===== config.mk =====
export PLATFORM = sky130hd
export DESIGN_NAME = data_mem_arbiter
export DESIGN_NICKNAME = d
export VERILOG_FILES = /design/src/rtl/data_mem_arbiter.sv
export SDC_FILE = /design/constraint.sdc
export NUM_CORES = 1
export LEC_CHECK = 0
export CORE_AREA = 2 2 89 91
export DETAILED_ROUTE_END_ITERATION = 12
export DIE_AREA = 0 0 91 93
export MAX_ROUTING_LAYER = met4
export PLACE_DENSITY = 0.84
export SYNTH_ARGS = -nofsm -noshare
export SYNTH_HDL_FRONTEND = slang
export SYNTH_SLANG_ARGS = --single-unit

===== constraint.sdc =====
create_clock -name clk -period 4.05 [get_ports clk]
set_clock_uncertainty 0.15 [all_clocks]
set_input_delay 0.81 -clock clk [delete_from_list [all_inputs] [get_ports clk]]
set_output_delay 0.81 -clock clk [all_outputs]
set_load 0.01 [all_outputs]

===== src/rtl/data_mem_arbiter.sv =====
// Shares the byte-wide synchronous data RAM between the CPU load/store port and a DMA requester.
// The CPU has priority, but a burst counter hands the DMA one slot after CPU_BURST consecutive CPU grants.
module data_mem_arbiter #(
    parameter int ADDR_W    = 32,
    parameter int CPU_BURST = 4
) (
    input  logic              clk,
    input  logic              reset,
    input  logic              cpu_req,
    input  logic              cpu_we,
    input  logic [ADDR_W-1:0] cpu_addr,
    input  logic [7:0]        cpu_wdata,
    output logic              cpu_stall,
    output logic [7:0]        cpu_rdata,
    input  logic              dma_req,
    input  logic              dma_we,
    input  logic [ADDR_W-1:0] dma_addr,
    input  logic [7:0]        dma_wdata,
    output logic              dma_gnt,
    output logic              dma_rvalid,
    output logic [7:0]        dma_rdata,
    output logic [ADDR_W-1:0] mem_addr,
    output logic              mem_we,
    output logic [7:0]        mem_wdata,
    input  logic [7:0]        mem_rdata
);

    typedef enum logic {C_IDLE, C_RD} cpu_state_t;
    typedef enum logic [1:0] {OWN_NONE, OWN_CPU, OWN_DMA} owner_t;

    localparam logic [3:0] BURST_MAX = 4'(CPU_BURST);

    cpu_state_t        cpu_state, cpu_state_next;
    owner_t            rd_owner, rd_owner_next;
    logic [3:0]        burst_cnt;
    logic [ADDR_W-1:0] last_addr;
    logic [7:0]        last_wdata;
    logic [7:0]        cpu_rdata_q;
    logic [7:0]        dma_rdata_q;
    logic              cpu_win, dma_win;

    // Winner selection; nothing is issued while reset is held so the RAM is never written then.
    always_comb begin
        cpu_win = reset && cpu_req && (cpu_state == C_IDLE)
                  && !(dma_req && (burst_cnt == BURST_MAX));
        dma_win = reset && dma_req && !cpu_win;
    end

    always_comb begin
        mem_we    = (cpu_win && cpu_we) || (dma_win && dma_we);
        mem_addr  = last_addr;
        mem_wdata = last_wdata;
        if (cpu_win) begin
            mem_addr  = cpu_addr;
            mem_wdata = cpu_wdata;
        end else if (dma_win) begin
            mem_addr  = dma_addr;
            mem_wdata = dma_wdata;
        end
    end

    assign dma_gnt = dma_win;

    // Idle cycles keep the bus address/data stable at the last issued access.
    always_ff @(posedge clk or negedge reset) begin
        if (!reset) begin
            last_addr  <= '0;
            last_wdata <= '0;
        end else if (cpu_win || dma_win) begin
            last_addr  <= mem_addr;
            last_wdata <= mem_wdata;
        end
    end

    always_ff @(posedge clk or negedge reset) begin
        if (!reset) begin
            burst_cnt <= '0;
        end else if (!dma_req || dma_win) begin
            burst_cnt <= '0;
        end else if (cpu_win && (burst_cnt != BURST_MAX)) begin
            burst_cnt <= burst_cnt + 4'd1;
        end
    end

    always_ff @(posedge clk or negedge reset) begin
        if (!reset) begin
            cpu_state <= C_IDLE;
            rd_owner  <= OWN_NONE;
        end else begin
            cpu_state <= cpu_state_next;
            rd_owner  <= rd_owner_next;
        end
    end

    // A stalled store retries next cycle; a granted load stalls once while the RAM answers.
    always_comb begin
        cpu_state_next = cpu_state;
        cpu_stall      = 1'b0;
        unique case (cpu_state)
            C_IDLE: begin
                cpu_stall = cpu_req && (!cpu_win || !cpu_we);
                if (cpu_win && !cpu_we) begin
                    cpu_state_next = C_RD;
                end
            end
            C_RD: begin
                cpu_state_next = C_IDLE;
            end
            default: begin
                cpu_state_next = C_IDLE;
            end
        endcase
    end

    always_comb begin
        rd_owner_next = OWN_NONE;
        if (cpu_win && !cpu_we) begin
            rd_owner_next = OWN_CPU;
        end else if (dma_win && !dma_we) begin
            rd_owner_next = OWN_DMA;
        end
    end

    // Returning read data is bypassed straight through and also captured so it holds afterwards.
    always_ff @(posedge clk or negedge reset) begin
        if (!reset) begin
            cpu_rdata_q <= '0;
            dma_rdata_q <= '0;
        end else begin
            if (rd_owner == OWN_CPU) begin
                cpu_rdata_q <= mem_rdata;
            end
            if (rd_owner == OWN_DMA) begin
                dma_rdata_q <= mem_rdata;
            end
        end
    end

    assign dma_rvalid = (rd_owner == OWN_DMA);
    assign dma_rdata  = dma_rvalid ? mem_rdata : dma_rdata_q;
    assign cpu_rdata  = (rd_owner == OWN_CPU) ? mem_rdata : cpu_rdata_q;

endmodule

# ---- Word-level counts from Yosys, hierarchy flattened
# Index checks and enable logic that the tools add are counted.
dict set report word_totals {
  output_inout_bits 60
  elab_cells 48
  inputBits 94
  register_bits 63
}
dict set report classes {
  bitwise 1
  muxes 13
  reduce_logical 22
  add_sub_neg 1
  eq_ne 4
}
# operator count
set op_table {}
lappend op_table {{32-bit 2-to-1 mux} 2}
lappend op_table {{8-bit 2-to-1 mux} 4}
lappend op_table {{1-bit logical AND} 12}
lappend op_table {{4-bit 2-to-1 mux} 2}
lappend op_table {{1-bit logical NOT} 5}
lappend op_table {{4-bit by 1-bit adder with 4-bit output (second input constant)} 1}
lappend op_table {{4-bit by 3-bit equality test with 1-bit output (second input constant)} 1}
lappend op_table {{1-bit logical OR} 4}
lappend op_table {{2-bit 2-to-1 mux} 2}
lappend op_table {{4-bit by 3-bit != test with 1-bit output (second input constant)} 1}
lappend op_table {{2-bit by 1-bit equality test with 1-bit output (second input constant)} 1}
lappend op_table {{2-bit equality test (second input constant)} 1}
lappend op_table {{1-bit 2-to-1 mux} 2}
lappend op_table {{1-bit case mux with 2 select lines} 1}
lappend op_table {{2-bit nonzero test} 1}
lappend op_table {{1-bit NOT} 1}

# ---- Longest topological paths before layout
dict set report logic_depth {
  word_depth 9
  mapped_depth 7
  mapped_depth_nobuf 5
}

# ---- Least setup slack after synthesis
# OpenSTA, ideal clock, no wires.
dict set report synth_path {
  path_type {input port to output port}
  start {in reset}
  end {out mem_addr[0]}
  t_required_ps 3090
  setup_slack_ps 1169
  path_buffers 3
  path_stages 6
  arrival_ps 1921
  path_cell_list {buf_2 nand3b_2 o211a_1 buf_6 buf_6 a221o_1}
}
dict set report synth_via {
  elab_chain_len 7
  word_cells_on_any_way 8
  cone_classes {mux (2); reduce/logical (6)}
}
# element line
set synth_rtl {}
lappend synth_rtl {{from (decl)} 8} ;# input logic reset,
lappend synth_rtl {{1-bit logical AND (2 in series)} 44} ;# cpu_win = reset && cpu_req && (cpu_state == C_IDLE)
lappend synth_rtl {{1-bit logical AND} 45} ;# && !(dma_req && (burst_cnt == BURST_MAX));
lappend synth_rtl {{1-bit logical NOT} 46} ;# dma_win = reset && dma_req && !cpu_win;
lappend synth_rtl {{1-bit logical AND} 46}
lappend synth_rtl {{32-bit 2-to-1 mux} 56} ;# end else if (dma_win) begin
lappend synth_rtl {{32-bit 2-to-1 mux *} 53} ;# if (cpu_win) begin
lappend synth_rtl {{to (decl)} 22} ;# output logic [ADDR_W-1:0] mem_addr,
# Mark *: on every way between the ends. The rest lies on a longest branch, timed or not.

# ---- Final worst setup path
dict set report layout_path {
  start {in dma_req}
  end {out mem_addr[2]}
}
dict set report layout_via {
  elab_chain_len 7
  word_cells_on_any_way 8
  cone_classes {mux (2); reduce/logical (6)}
}
# element line
set layout_rtl {}
lappend layout_rtl {{from (decl)} 15} ;# input logic dma_req,
lappend layout_rtl {{1-bit logical AND} 45}
lappend layout_rtl {{1-bit logical NOT} 45}
lappend layout_rtl {{1-bit logical AND} 45}
lappend layout_rtl {{1-bit logical NOT} 46}
lappend layout_rtl {{1-bit logical AND} 46}
lappend layout_rtl {{32-bit 2-to-1 mux} 56}
lappend layout_rtl {{32-bit 2-to-1 mux *} 53}
# Marked as above.

==> results.py <==
metrics = {
    "routing": {
        "antenna_left": 0,
        "wire_per_inst_um": 18.5,
        "drcViolationCount": 0,
        "vias": 3026,
        "drtIter0Drc": 141,
        "drt-pass1-iter-count": 4,
        "vias_per_cell": 5.90,
        "totalWireLength_mm": 9.51,
    },
    "yosys": {
        "muxShareOfSynthArea_pct": 5.60,
        "yosys.area_share.xor_xnor_pct": 0,
        "synth_top_area_share_pct": 49.0,
        "yosysTopAreaCell": "dfrtp_1",
        "yosysSeqAreaShare_pct": 49.0,
        "netlist_instances": 263,
        "synth_nets": 359,
        "yosys.cell_types.count": 30,
        "yosys.area_share.simple_pct": 12.1,
        "syn_area_um2": 3220,
        "synth_area_leaders": "dfrtp_1, a221o_1, and3_1",
        "synthAdderAreaFrac_pct": 0.778,
        "synth_compound_area_share_pct": 26.9,
        "synth.avg_cell_area_um2": 12.2,
        "ys.warnings.count": 0,
        "yosys_register_bits": 63,
        "synth_top_family_by_area": "compound AO/OA/AOI/OAI gates",
    },
    "setup_path": {
        "critical_path_required_ps": 3090,
        "max_stage_delay_ps": 650,
        "endpoint_kind": "output port",
        "criticalPathCategory": "in -> out",
        "critPathLaunchType": "input pin",
        "cp.arrival_ps": 2900,
        "path_max_fanout": 30,
        "cp_common_cell": "clkdlybuf4s50_1",
        "path_delay_family": "buffers and inverters",
        "path_cells": "clkdlybuf4s50_1, nand4b_1, buf_4, and3_1, a221o_1, clkdlybuf4s50_1",
        "worst-path-buf-inv": 3,
        "critical_path.slowest_cell": "clkdlybuf4s50_1",
    },
    "place": {
        "dpl_cell_area_um2": 4810,
        "io_buffers": 153,
        "hpwl_mm": 6.55,
        "dp_slack_ps": 219,
        "gp_congestion": 0.803,
    },
    "clock_tree": {
        "clock_latency_ps": 330,
        "ctsHtreeMaxLevel": 3,
        "tritoncts": "yes",
        "ctsRootBufferMaster": "clkbuf_8",
        "cts_buffer_depth": 2,
        "hold_buffers": 0,
        "cts_sinks": 63,
        "cts_buffers": 9,
        "postCtsSetupRepairBufs": 0,
        "clk_pin_slew_ps": 70,
        "post_cts_resized": 0,
    },
    "sta": {
        "hold_viol": 0,
        "setup_viol": 0,
        "relSlewSlack_pct": 46.3,
        "worstMarginPinSlew_ps": 803,
        "fmax_ghz": 0.259,
        "tns_ps": 0,
        "finalCritPeriodShare_pct": 95.2,
        "finalWorstSetupSlack_ps": 193,
        "fin_crit_ps": 3860,
        "drv_slew": 0,
        "rsz0062_at_grt": "false",
    },
    "global_routing": {
        "antenna_found_initial": 0,
        "grt_usage_pct": 23.4,
        "grt_pass1_wl_mm": 15.3,
        "grt_pass1_vias": 3084,
        "grt_max_degree": 81,
        "grt_overflow": 0,
    },
    "cells_and_area": {
        "fin_area_um2": 5010,
        "area.sequential_um2": 1580,
        "utilization_pct": 66.5,
        "n_fill_cell": 603,
        "multi_input_area_um2": 1470,
        "diodes": 0,
        "finalNetCount": 502,
        "drive_above_1_share_pct": 8.76,
        "syn2layout_area_growth_pct": 55.6,
    },
    "floorplan": {
        "rows": 32,
        "core_area_um2": 7530,
        "die_h_um": 93,
        "boundaryPins": 154,
        "fp.dieW_um": 91,
        "start_util_pct": 42.8,
        "dieArea_um2": 8460,
    },
    "pwr": {
        "irDropWorstVdd_mv": 0.161,
        "power.density_nw_per_um2": 383,
        "power.leakage_nw": 2.15,
        "p_total_mw": 1.92,
    },
    "flow_run": {
        "cap_violations": 0,
    },
    "worst_hold_path": {
        "hold_class": "in -> async",
    },
    "status": {
        "outcome": "completed",
    },
}
==> flip-flops by register name, summed over array words and instances, names as in the netlist <==
signal	cells
last_addr	32
cpu_rdata_q	8
dma_rdata_q	8
last_wdata	8
burst_cnt	4
rd_owner	2
cpu_state	1
==> stage by stage <==
| step | cells | hold slack (ps) |
|---|---|---|
| after floorplan | 263 | 330 |
| after global placement | 497 | 324 |
| after detailed placement | 497 | 327 |
| after CTS | 513 | 104 |
| after global routing | 513 | 104 |
| final | 513 | 118 |
==> cells in the mapped netlist (all sizes together) <==
cell type,instances
a221o,80
dfrtp,63
and3,41
clkbuf,19
mux2,16
buf,10
nor2b,5
inv,3
nor2,3
and2,2
and3b,2
ha,2
nand3,2
a21bo,1
a21oi,1
nand2,1
nand2b,1
nand3b,1
nand4b,1
nor3,1
nor3b,1
nor4,1
o211a,1
o21a,1
o21ai,1
o311a,1
o31a,1
o32ai,1
==> kinds of logic (layout without fill, tap and decap cells) <==
kind of cell | after synthesis | after routing
AOI/OAI and AO/OA | 88 | 88
DFF | 63 | 63
adders and majority gates | 2 | 2
buffers and inverters | 32 | 180
and+or+nand+nor | 62 | 62
muxes | 16 | 16
==> area by class of cell <==
class | count | share of cell area [%]
clock buffers | 9 | 2.47
clock inverters | 7 | 1.47
inverters | 3 | 0.225
multi-input cells | 168 | 29.4
flip-flops and latches | 63 | 31.5
well taps | 102 | 2.55
repair buffers | 161 | 32.4
==> worst paths after layout <==
check / startpoint / depth (start not counted) / end / slack [ps]
setup / recovery: dma_req / 6 / mem_addr[2] / 190
hold / removal: reset / 1 / cpu_state / 120
setup reg to reg: burst_cnt[0] / 6 / last_wdata[7] / 2010
hold reg to reg: cpu_rdata_q[5] / 1 / cpu_rdata_q[5] / 350
max in group asynchronous: reset / 3 / last_addr[9] / 2520
min in group clk: cpu_rdata_q[5] / 1 / cpu_rdata_q[5] / 350
==> power by group <==
part	switching (mW)	internal [mW]
sequential	0.0451	0.726
clock	0.251	0.283
combinational	0.232	0.382
total	0.528	1.39
==> placed cells by master (no fill, tap or decap), types with 3 or more instances in the layout <==
master	Yosys	final
dfrtp_1	63	63
nor2b_1	5	5
mux2_2	8	8
clkbuf_8	0	9
mux2_1	8	8
buf_4	0	5
clkdlybuf4s50_1	0	152
inv_1	3	3
a221o_1	80	80
clkinvlp_4	0	4
buf_12	0	3
nor2_1	3	3
and3_1	41	41
==> metal layers <==
layer	share of wire, %	routed length (µm)	up-vias	track usage (%)
li1	-	-	1378	-
met4	2.8	265	0	10.7
met2	51	4830	132	39.3
met5	0	0	-	-
met1	41	3930	1494	28.2
met3	5.1	482	22	3.38
No activity file was read; power rests on OpenSTA's default activity.
